### src/rtl/fp_div_seq.sv
`default_nettype none
// ==== fp_div_seq : sequential radix-2 restoring FP32 divider, hidden-1, truncating ==== rev 1.0 ====
module fp_div_seq #(
  parameter int N = 32
) (
  input  logic         clk,
  input  logic         rst_n,
  input  logic         in_valid,
  output logic         in_ready,
  input  logic [N-1:0] a,
  input  logic [N-1:0] b,
  output logic         out_valid,
  input  logic         out_ready,
  output logic [N-1:0] result
);

  typedef enum logic [1:0] {
    IDLE = 2'd0,
    PREP = 2'd1,
    CALC = 2'd2,
    DONE = 2'd3
  } state_t;

  localparam logic [4:0] C_LAST_ITER = 5'd23;

  state_t state, state_nxt;

  logic [N-1:0] r_a, r_b;
  logic [24:0]  r_rem;
  logic [23:0]  r_q;
  logic [4:0]   r_cnt;
  logic         r_sign;
  logic [7:0]   r_exp;
  logic [N-1:0] r_result;

  logic [23:0]  w_am, w_bm;
  logic         w_a_zero, w_b_zero, w_special, w_am_lt_bm;
  logic [N-1:0] w_special_res;
  logic [7:0]   w_exp;
  logic         w_ge;
  logic [24:0]  w_rem_sub, w_rem_next;
  logic [23:0]  w_q_next;

  assign w_am       = {1'b1, r_a[22:0]};
  assign w_bm       = {1'b1, r_b[22:0]};
  assign w_a_zero   = (r_a == '0);
  assign w_b_zero   = (r_b == '0);
  assign w_special  = w_a_zero | w_b_zero;
  assign w_am_lt_bm = (w_am < w_bm);

  // Priority: 0/0 -> quiet NaN, 0/x -> +0, x/0 -> signed infinity.
  always_comb begin
    w_special_res = '0;
    if (w_a_zero && w_b_zero)
      w_special_res = 32'h7FC0_0000;
    else if (w_a_zero)
      w_special_res = 32'h0000_0000;
    else
      w_special_res = {r_a[31] ^ r_b[31], 8'hFF, 23'd0};
  end

  // Pre-normalising the dividend guarantees the first quotient bit is 1.
  assign w_exp = r_a[30:23] - r_b[30:23] + (w_am_lt_bm ? 8'd126 : 8'd127);

  assign w_ge       = (r_rem >= {1'b0, w_bm});
  assign w_rem_sub  = r_rem - {1'b0, w_bm};
  assign w_rem_next = w_ge ? {w_rem_sub[23:0], 1'b0} : {r_rem[23:0], 1'b0};
  assign w_q_next   = {r_q[22:0], w_ge};

  always_ff @(posedge clk or negedge rst_n) begin
    if (!rst_n) state <= IDLE;
    else        state <= state_nxt;
  end

  always_comb begin
    state_nxt = state;
    case (state)
      IDLE: if (in_valid)             state_nxt = PREP;
      PREP: state_nxt = w_special ? DONE : CALC;
      CALC: if (r_cnt == C_LAST_ITER) state_nxt = DONE;
      DONE: if (out_ready)            state_nxt = IDLE;
      default:                        state_nxt = IDLE;
    endcase
  end

  always_ff @(posedge clk or negedge rst_n) begin
    if (!rst_n) begin
      r_a      <= '0;
      r_b      <= '0;
      r_rem    <= '0;
      r_q      <= '0;
      r_cnt    <= '0;
      r_sign   <= 1'b0;
      r_exp    <= '0;
      r_result <= '0;
    end else begin
      case (state)
        IDLE: begin
          if (in_valid) begin
            r_a <= a;
            r_b <= b;
          end
        end
        PREP: begin
          if (w_special) begin
            r_result <= w_special_res;
          end else begin
            r_sign <= r_a[31] ^ r_b[31];
            r_exp  <= w_exp;
            r_rem  <= w_am_lt_bm ? {w_am, 1'b0} : {1'b0, w_am};
            r_q    <= '0;
            r_cnt  <= '0;
          end
        end
        CALC: begin
          r_rem <= w_rem_next;
          r_q   <= w_q_next;
          r_cnt <= r_cnt + 5'd1;
          if (r_cnt == C_LAST_ITER)
            r_result <= {r_sign, r_exp, w_q_next[22:0]};
        end
        default: ;
      endcase
    end
  end

  assign in_ready  = (state == IDLE);
  assign out_valid = (state == DONE);
  assign result    = r_result;

endmodule
`default_nettype wire

### config.mk
export PLATFORM = sky130hd
export DESIGN_NAME = fp_div_seq
export DESIGN_NICKNAME = d
export VERILOG_FILES = /design/src/rtl/fp_div_seq.sv
export SDC_FILE = /design/constraint.sdc
export NUM_CORES = 1
export LEC_CHECK = 0
export CAP_MARGIN = 40
export CORE_MARGIN = 2
export CORE_UTILIZATION = 57
export CTS_CLUSTER_SIZE = 8
export DETAILED_ROUTE_END_ITERATION = 8
export PLACE_DENSITY_LB_ADDON = 0.25
export RECOVER_POWER = 25
export SKIP_CTS_REPAIR_TIMING = 1
export SLEW_MARGIN = 20
export SYNTH_ARGS = -nofsm -noshare
export SYNTH_HDL_FRONTEND = slang
export SYNTH_SLANG_ARGS = --single-unit
### constraint.sdc
create_clock -name clk -period 5.1 [get_ports clk]
set_clock_uncertainty 0.1 [all_clocks]
set_input_delay 0.765 -clock clk [delete_from_list [all_inputs] [get_ports clk]]
set_output_delay 0.765 -clock clk [all_outputs]
set_load 0.005 [all_outputs]
== Yosys cells after proc, flatten, opt, wreduce, memory -nomap -nowiden ==
Index checks and enable logic that the tools add are counted.

* Register bits after elaboration: 159
* Input bits: 68
* Output and inout bits: 34
* Logic and storage cells: 56

* Add/sub/neg operators: 4
* Order comparisons: 2
* Equal/unequal tests: 9
* Mux-type cells: 19
* Bitwise operators: 3
* Reductions and logical operators: 10

{| class="wikitable"
|+ Operators by type and width
! operator !! count
|-
| 2-to-1 mux 32 bit || 4
|-
| 2-to-1 mux 25 bit || 3
|-
| logical NOT 32 bit || 2
|-
| one-hot mux 32 bit (2 select lines) || 1
|-
| one-hot mux 25 bit (2 select lines) || 1
|-
| one-hot mux 22 bit (2 select lines) || 1
|-
| greater-or-equal comparator 25 x 24 -> 1 bit || 1
|-
| less-than comparator 24 bit || 1
|-
| subtractor 24 bit || 1
|-
| 2-to-1 mux 22 bit || 1
|-
| one-hot mux 5 bit (2 select lines) || 1
|-
| adder 8 x 7 -> 8 bit || 1
|-
| inequality test 2 bit, second input constant || 4
|-
| one-hot mux 2 bit (4 select lines) || 1
|-
| subtractor 8 bit || 1
|-
| 2-to-1 mux 2 bit || 3
|-
| AND reduction 2 bit || 3
|-
| AND reduction 3 bit || 2
|-
| adder 5 x 1 -> 5 bit, second input constant || 1
|-
| == test 5 bit, second input constant || 1
|-
| 2-to-1 mux 5 bit || 1
|-
| == test 2 bit, second input constant || 2
|-
| == test 2 x 1 -> 1 bit, second input constant || 1
|-
| logical NOT 2 bit || 1
|-
| 7 further kinds || 8
|}

== Logic depth before layout (Yosys ltp) ==
Gate-level depths: netlist (run 1).

* Depth in word-level cells: 5
* Gate-level depth with buffers: 22
* Depth with buffers taken out: 21

== Worst setup path after synthesis (run 1) ==
No wires, ideal clock.

* Path type: reg-to-reg
* Start point: register r_a[13]
* End point: register r_exp[6]
* Setup time: 0.125 ns
* Arrival: 3.853 ns
* Path slack: 1.022 ns
* Cell stages (with the launch flop): 22
* Path buffers: 1
* Clock period less this slack: 4.078 ns
* Path through: dfrtp_1 > ha_1 > a21o_1 > a21o_1 > a221o_1 > a221oi_1 > o21ai_1 > a41oi_4 > buf_6 > ha_1 > inv_1 > ha_1 > inv_1 > fa_1 > inv_1 > a21oi_1 > o21bai_1 > a21oi_1 > nor2_1 > nor2_1 > xnor2_1 > mux2_2

* Word-level cells in the longest chain between the ends: 4
* Elaborated cells between the ends (all ways): 7

{| class="wikitable"
|+ RTL lines
! element !! RTL line !! source
|-
| start, declared || 28 || <nowiki>logic [N-1:0] r_a, r_b;</nowiki>
|-
| start signal, assigned || 88 || <nowiki>r_a <= '0;</nowiki>
|-
| start signal, assigned || 100 || <nowiki>r_a <= a;</nowiki>
|-
| branches (longest 4 deep; another with less-than comparator 24 bit) || n/a ||
|-
| end signal, assigned || 109 || <nowiki>r_exp <= w_exp;</nowiki>
|-
| end, declared || 33 || <nowiki>logic [7:0] r_exp;</nowiki>
|}

Parallel ways; which one is timed is not known.
A chain may end at the register's enable or synchronous reset.

== Worst setup path after layout (run 1) ==
* Start point: register r_a[13]
* End point: register r_exp[7]

The elaborated chain is that of the path after synthesis.

==> results.py, run 1 <==
metrics = {
    "critical_path": {
        "r2r_cells": 18,
        "crit_required_ps": 5320,
        "critPathMaxStageDelay_ps": 430,
        "r2r-start": "r_a[13]$_DFFE_PN0P_",
        "cp_cell_sequence": "ha_1, a21o_1, a21o_1, a221o_1, a221oi_1, o21ai_1, a41oi_4, ha_1, inv_1, ha_1, a21o_1, a21oi_1, o21bai_1, a21oi_1, o21bai_1, a21oi_1, xnor2_1, mux2_2",
        "cp-start-kind": "flip-flop",
        "crit_arrival_ps": 4380,
        "reg2reg_slack_ps": 930,
        "slowest_stage": "dfrtp_1",
        "crit_fanout": 5,
        "critPathCaptureType": "flip-flop",
        "r2r_end": "r_exp[7]$_DFFE_PN0P_",
        "worst-setup-path-type": "reg2reg",
    },
    "logic_synthesis": {
        "async_reset_ff_share_pct": 100.0,
        "synth_flop_cell": "dfrtp_1",
        "ys_seq_area_share_pct": 44.54,
        "synth_cells": 863,
        "synthTopCellsByArea": "dfrtp_1 45%, mux2_2 11%, ha_1 9.0%, nand2_1 3.7%, a21oi_1 3.1%",
        "syn-cell-area_um2": 8932,
        "ys_seq_elements": 159,
        "synth_edf_count": 0,
        "synth_cell_types": 55,
        "synth_area_per_cell_um2": 10.35,
        "synth_fp_nets": 997,
        "yosysTopAreaCellShare_pct": 44.54,
        "yosysTopAreaCell": "dfrtp_1",
        "synth_warnings": 0,
    },
    "layout": {
        "drive_gt1_share_pct": 14.59,
        "fill_cells": 1170,
        "layout_commonest_cell": "dfrtp_1",
        "fin_nets": 1094,
        "regArea_um2": 3979,
        "layout_common_cells": "159 x dfrtp_1, 100 x clkdlybuf4s50_1, 87 x nand2_1",
        "syn2layout_area_growth_pct": 20.60,
        "antenna_cells": 0,
        "multiInputGateArea_um2": 4578,
    },
    "routing": {
        "vias": 7039,
        "drt-total-wl_mm": 21.25,
        "wire_per_inst_um": 17.95,
        "dr.pass1.iters": 5,
        "first_iter_violations": 511,
        "drc": 0,
        "drtAntennaViolNets": 0,
        "via_per_inst": 5.945,
    },
    "clock_network": {
        "clk_pin_slew_ps": 70,
        "clockBufferDepth": 2,
        "clock_latency_ps": 440,
        "cts_root_buf": "clkbuf_16",
        "cts_tree": "done",
        "clock_sinks": 159,
        "cts_buffers": 17,
        "htree_levels": 4,
    },
    "floorplan": {
        "die_h_um": 129.2,
        "ioPinCount": 102,
        "die-area_um2": 16690,
        "start_util_pct": 58.54,
        "num_rows": 45,
        "die_w_um": 129.2,
        "core_um2": 15260,
    },
    "grt": {
        "grt_start_max_net_pins": 91,
        "antenna_found_initial": 0,
        "grt_usage_pct": 26.90,
        "gr-total-overflow": 0,
        "grt_pass1_vias": 6843,
        "grt_pass1_wl_mm": 34.80,
    },
    "sta": {
        "timing.final.crit_share_pct": 81.68,
        "rsz0062_at_grt": "false",
        "min_period_ps": 4166,
        "max_slew_margin_pct": -20.18,
        "fmax_mhz": 240.1,
        "hold_violations": 0,
        "setup_ws_ps": 934.3,
        "finalSetupTns_ps": 0,
        "drv_slew": 74,
        "finalSetupViolCount": 0,
        "worst_pin_slew_ps": 1803,
    },
    "status": {
        "status": "complete, but fails checks",
        "violations": "capacitance limit, slew limit",
    },
    "pwr": {
        "p_per_area_nw_per_um2": 802.8,
        "p_leak_uw": 0.004854,
        "vdd_ir_drop_max_mv": 0.3858,
    },
    "worst_hold_path": {
        "hold_path.class": "in2async",
    },
    "job": {
        "drv_cap": 1,
    },
    "placed_design": {
        "numPortBuffers": 101,
        "pre_cts_slack_ps": 992.0,
        "gp_congestion": 0.9542,
        "dp_hpwl_mm": 15.46,
    },
}
-- logic make-up after synthesis --
kind of cell	share of synthesized area [%]
AOI/OAI and AO/OA	16.52
xor gates and xnor gates	2.942
adders and majority gates	9.413
buffers and inverters	4.300
DFF	44.54
muxes	12.19
and+or+nand+nor	10.10
-- how the worst max path moves through the flow --
| stage | start | end | slack (ps) | depth (start not counted) |
|---|---|---|---|---|
| 6_report | r_a[13]$_DFFE_PN0P_ | r_exp[7]$_DFFE_PN0P_ | 930 | 18 |
| 3_3_place_gp | r_a[13]$_DFFE_PN0P_ | r_exp[6]$_DFFE_PN0P_ | 1160 | 20 |
| 2_1_floorplan | r_a[13]$_DFFE_PN0P_ | r_exp[6]$_DFFE_PN0P_ | 1020 | 21 |
| 5_1_grt | r_a[13]$_DFFE_PN0P_ | r_exp[7]$_DFFE_PN0P_ | 750 | 18 |
| 4_1_cts | r_a[13]$_DFFE_PN0P_ | r_exp[7]$_DFFE_PN0P_ | 980 | 18 |
| 3_5_place_dp | r_a[13]$_DFFE_PN0P_ | r_exp[7]$_DFFE_PN0P_ | 990 | 18 |
-- per-layer routing --
layer,vias up,routed length [um],GRT usage (%)
li1,3311,-,-
met1,3433,9523,37.24
met2,248,10060,43.44
met3,47,1148,4.088
met4,0,516,9.591
met5,-,0,0
-- registers in the layout (all words and copies together), names as in the netlist --
name and flops:
r_a 32, r_b 32, result 32, r_rem 25, r_q 22, r_exp 8, r_cnt 5, state 2
r_sign 1
-- cells in the mapped netlist, drive strengths merged (2+ instances only) --
cell / count
a21oi: 56
a21o: 26
nand3: 8
nor2b: 6
a22o: 22
a221o: 6
nor2: 43
mux2i: 12
xor2: 13
ha: 64
o21ai: 49
a41oi: 2
dfrtp: 159
nor4: 18
xnor2: 17
nand2: 88
a221oi: 2
mux2: 86
o31ai: 5
a31oi: 2
nor3: 6
and3: 6
o211a: 2
clkbuf: 30
o21bai: 4
nand2b: 5
o21a: 2
nand4: 11
and4: 2
o211ai: 4
a211oi: 13
o22ai: 16
buf: 8
inv: 55
fa: 2
-- layout make-up --
class,instances,area share (%)
well taps,211,2.451
inverters,55,1.916
multi-input cells,611,42.50
clock buffers,17,3.949
flip-flops and latches,159,36.93
clock inverters,15,1.487
repair buffers,116,10.77
-- metrics by stage --
| stage | utilization [%] | std cells | hold WS, ps | cell area [um^2] | power (uW) |
|---|---|---|---|---|---|
| 4_1_cts | 70.59 | 1182 | 321.4 | 10770 | 8599 |
| 5_1_grt | 70.60 | 1184 | 400.5 | 10770 | 9309 |
| 6_report | 70.60 | 1184 | 332.6 | 10770 | 8649 |
| 3_5_place_dp | 66.75 | 1150 | 369.0 | 10180 | 7271 |
| 3_3_place_gp | 66.29 | 1147 | 360.0 | 10110 | 7076 |
| 2_1_floorplan | - | 863 | 369.4 | 8932 | 6004 |
-- where the power goes --
group	switching (uW)	internal, uW
Combinational	2760	2350
Sequential	501	1770
Clock	544	726
-- worst max-delay path, delay by kind of cell, from the launching register on --
| family | cells | cell delay (ps) |
|---|---|---|
| AO/OA/AOI/OAI | 12 | 2250 |
| adder cells (fa/ha/maj) | 3 | 830 |
| flip-flops | 1 | 430 |
| multiplexers | 1 | 270 |
| XOR/XNOR | 1 | 110 |
| buffers and inverters | 1 | 60 |
No activity file was read; power rests on OpenSTA's default activity.
==> run 2: changes to the inputs <==
--- a/config.mk
+++ b/config.mk
@@ -7,7 +7,7 @@
 export LEC_CHECK = 0
 export CAP_MARGIN = 40
 export CORE_MARGIN = 2
-export CORE_UTILIZATION = 57
+export CORE_UTILIZATION = 51
 export CTS_CLUSTER_SIZE = 8
 export DETAILED_ROUTE_END_ITERATION = 8
 export PLACE_DENSITY_LB_ADDON = 0.25
==> constraint.sdc (replaced) <==
create_clock -name clk -period 3.6 [get_ports clk]
set_clock_uncertainty 0.1 [all_clocks]
set_input_delay 0.54 -clock clk [delete_from_list [all_inputs] [get_ports clk]]
set_output_delay 0.54 -clock clk [all_outputs]
set_load 0.005 [all_outputs]
==> results.py, run 2 (synthesized netlist as in run 1, its figures left out) <==
metrics = {
    "floorplan": {
        "ioPinCount": 102,
        "num_rows": 48,
        "start_util_pct": 51.82,
        "die_h_um": 136.3,
        "die-area_um2": 18590,
        "die_w_um": 136.3,
        "core_um2": 17240,
    },
    "grt": {
        "antenna_found_initial": 0,
        "grt_usage_pct": 25.70,
        "grt_pass1_vias": 7131,
        "grt_start_max_net_pins": 73,
        "grt_pass1_wl_mm": 36.70,
        "gr-total-overflow": 0,
    },
    "clock_network": {
        "cts_tree": "done",
        "cts_root_buf": "clkbuf_16",
        "cts_buffers": 17,
        "htree_levels": 4,
        "clk_pin_slew_ps": 70,
        "clock_latency_ps": 430,
        "clockBufferDepth": 2,
        "clock_sinks": 159,
    },
    "critical_path": {
        "r2r-start": "r_b[13]$_DFFE_PN0P_",
        "crit_arrival_ps": 4140,
        "crit_required_ps": 3810,
        "critPathCaptureType": "flip-flop",
        "reg2reg_slack_ps": -330,
        "crit_fanout": 2,
        "critPathMaxStageDelay_ps": 390,
        "worst-setup-path-type": "reg2reg",
        "slowest_stage": "dfrtp_1",
        "r2r_cells": 21,
        "cp-start-kind": "flip-flop",
        "cp_cell_sequence": "inv_2, ha_4, a21o_1, a21o_1, a221o_1, a221oi_2, o21ai_2, a41oi_4, ha_4, inv_4, ha_4, inv_2, fa_2, inv_2, a21oi_2, o21bai_1, a21oi_1, nor2_1, nor2_1, xnor2_1, mux2_4",
        "r2r_end": "r_exp[6]$_DFFE_PN0P_",
    },
    "routing": {
        "vias": 7110,
        "dr.pass1.iters": 5,
        "first_iter_violations": 437,
        "wire_per_inst_um": 17.87,
        "via_per_inst": 5.643,
        "drc": 0,
        "drt-total-wl_mm": 22.52,
        "drtAntennaViolNets": 0,
    },
    "layout": {
        "drive_gt1_share_pct": 21.45,
        "final_area_um2": 11360,
        "layout_commonest_cell": "dfrtp_1",
        "fin_nets": 1156,
        "layout_common_cells": "159 x dfrtp_1, 100 x clkdlybuf4s50_1, 87 x nand2_1",
        "antenna_cells": 0,
        "fill_cells": 1351,
        "syn2layout_area_growth_pct": 27.22,
    },
    "worst_hold_path": {
        "worstHoldPathCells": 2,
        "hold_end": "result[5]$_DFFE_PN0P_",
        "hp-start": "result[5]$_DFFE_PN0P_",
        "hold_path.class": "reg2reg",
    },
    "pwr": {
        "p_leak_uw": 0.005177,
        "power_uw": 13280,
        "p_per_area_nw_per_um2": 1169,
        "vdd_ir_drop_max_mv": 0.6267,
    },
    "sta": {
        "min_period_ps": 3929,
        "finalSetupViolCount": 5,
        "fmax_mhz": 254.5,
        "setup_ws_ps": -328.8,
        "worst_pin_slew_ps": 3160,
        "drv_slew": 59,
        "max_slew_margin_pct": -110.7,
        "timing.final.crit_share_pct": 109.1,
        "hold_violations": 0,
        "rsz0062_at_grt": "true",
    },
    "placed_design": {
        "dp_hpwl_mm": 16.34,
        "gp_congestion": 0.9396,
        "numPortBuffers": 101,
        "place_area_um2": 10700,
    },
    "status": {
        "violations": "capacitance limit, slew limit, setup timing",
        "status": "complete, but fails checks",
    },
    "job": {
        "drv_cap": 1,
    },
}
[run 2: where the power goes]
group	total (uW)	internal [uW]	switching [uW]
Combinational	8440	4090	4350
Sequential	3070	2500	561
Clock	1780	974	804
[run 2: layer usage]
layer	GRT usage [%]	vias up	share of wire, %
met4	7.176	0	2.1
met3	4.884	40	4.0
met2	43.97	189	48
met1	33.35	3450	46
met5	0	-	0
li1	-	3431	-
[run 2: area by class of cell]
class / count / area, um^2 / area share [%]
Inverter: 55 / 211.5 / 1.861
Tap cell: 225 / 281.5 / 2.477
Clock inverter: 15 / 148.9 / 1.310
Clock buffer: 17 / 425.4 / 3.744
Multi-Input combinational cell: 611 / 4686 / 41.24
Timing Repair Buffer: 178 / 1632 / 14.36
Sequential cell: 159 / 3979 / 35.01
[run 2: worst max path at each step]
| stage | startpoint | to | slack [ps] |
|---|---|---|---|
| 3_5_place_dp | r_b[13]$_DFFE_PN0P_ | r_exp[6]$_DFFE_PN0P_ | -250 |
| 2_1_floorplan | r_b[13]$_DFFE_PN0P_ | r_exp[6]$_DFFE_PN0P_ | -370 |
| 3_3_place_gp | r_b[13]$_DFFE_PN0P_ | r_exp[6]$_DFFE_PN0P_ | -170 |
| 6_report | r_b[13]$_DFFE_PN0P_ | r_exp[6]$_DFFE_PN0P_ | -330 |
| 4_1_cts | r_b[13]$_DFFE_PN0P_ | r_exp[6]$_DFFE_PN0P_ | -340 |
| 5_1_grt | r_b[13]$_DFFE_PN0P_ | r_exp[6]$_DFFE_PN0P_ | -480 |
[run 2: per-stage QoR]
stage	std cells	util (%)	setup TNS (ps)	setup WS [ps]	hold WS (ps)
final	1260	65.93	-731.2	-328.8	374.5
after global routing	1260	65.93	-11770	-483.6	395.9
after global placement	1222	62.03	-271.1	-170.1	360.4
after CTS	1255	65.40	-842.8	-338.9	-9.157
after detailed placement	1223	62.07	-566.1	-254.1	369.2
after floorplan	863	-	-881.4	-368.6	144.4
[run 2: critical path, delay by kind of cell, from the launching register on]
| kind | cells | cell delay [ps] |
|---|---|---|
| AOI/OAI and AO/OA | 9 | 1590 |
| xor gates and xnor gates | 1 | 120 |
| adders and majority gates | 4 | 940 |
| buffers and inverters | 4 | 250 |
| DFF | 1 | 390 |
| muxes | 1 | 250 |
| and+or+nand+nor | 2 | 160 |
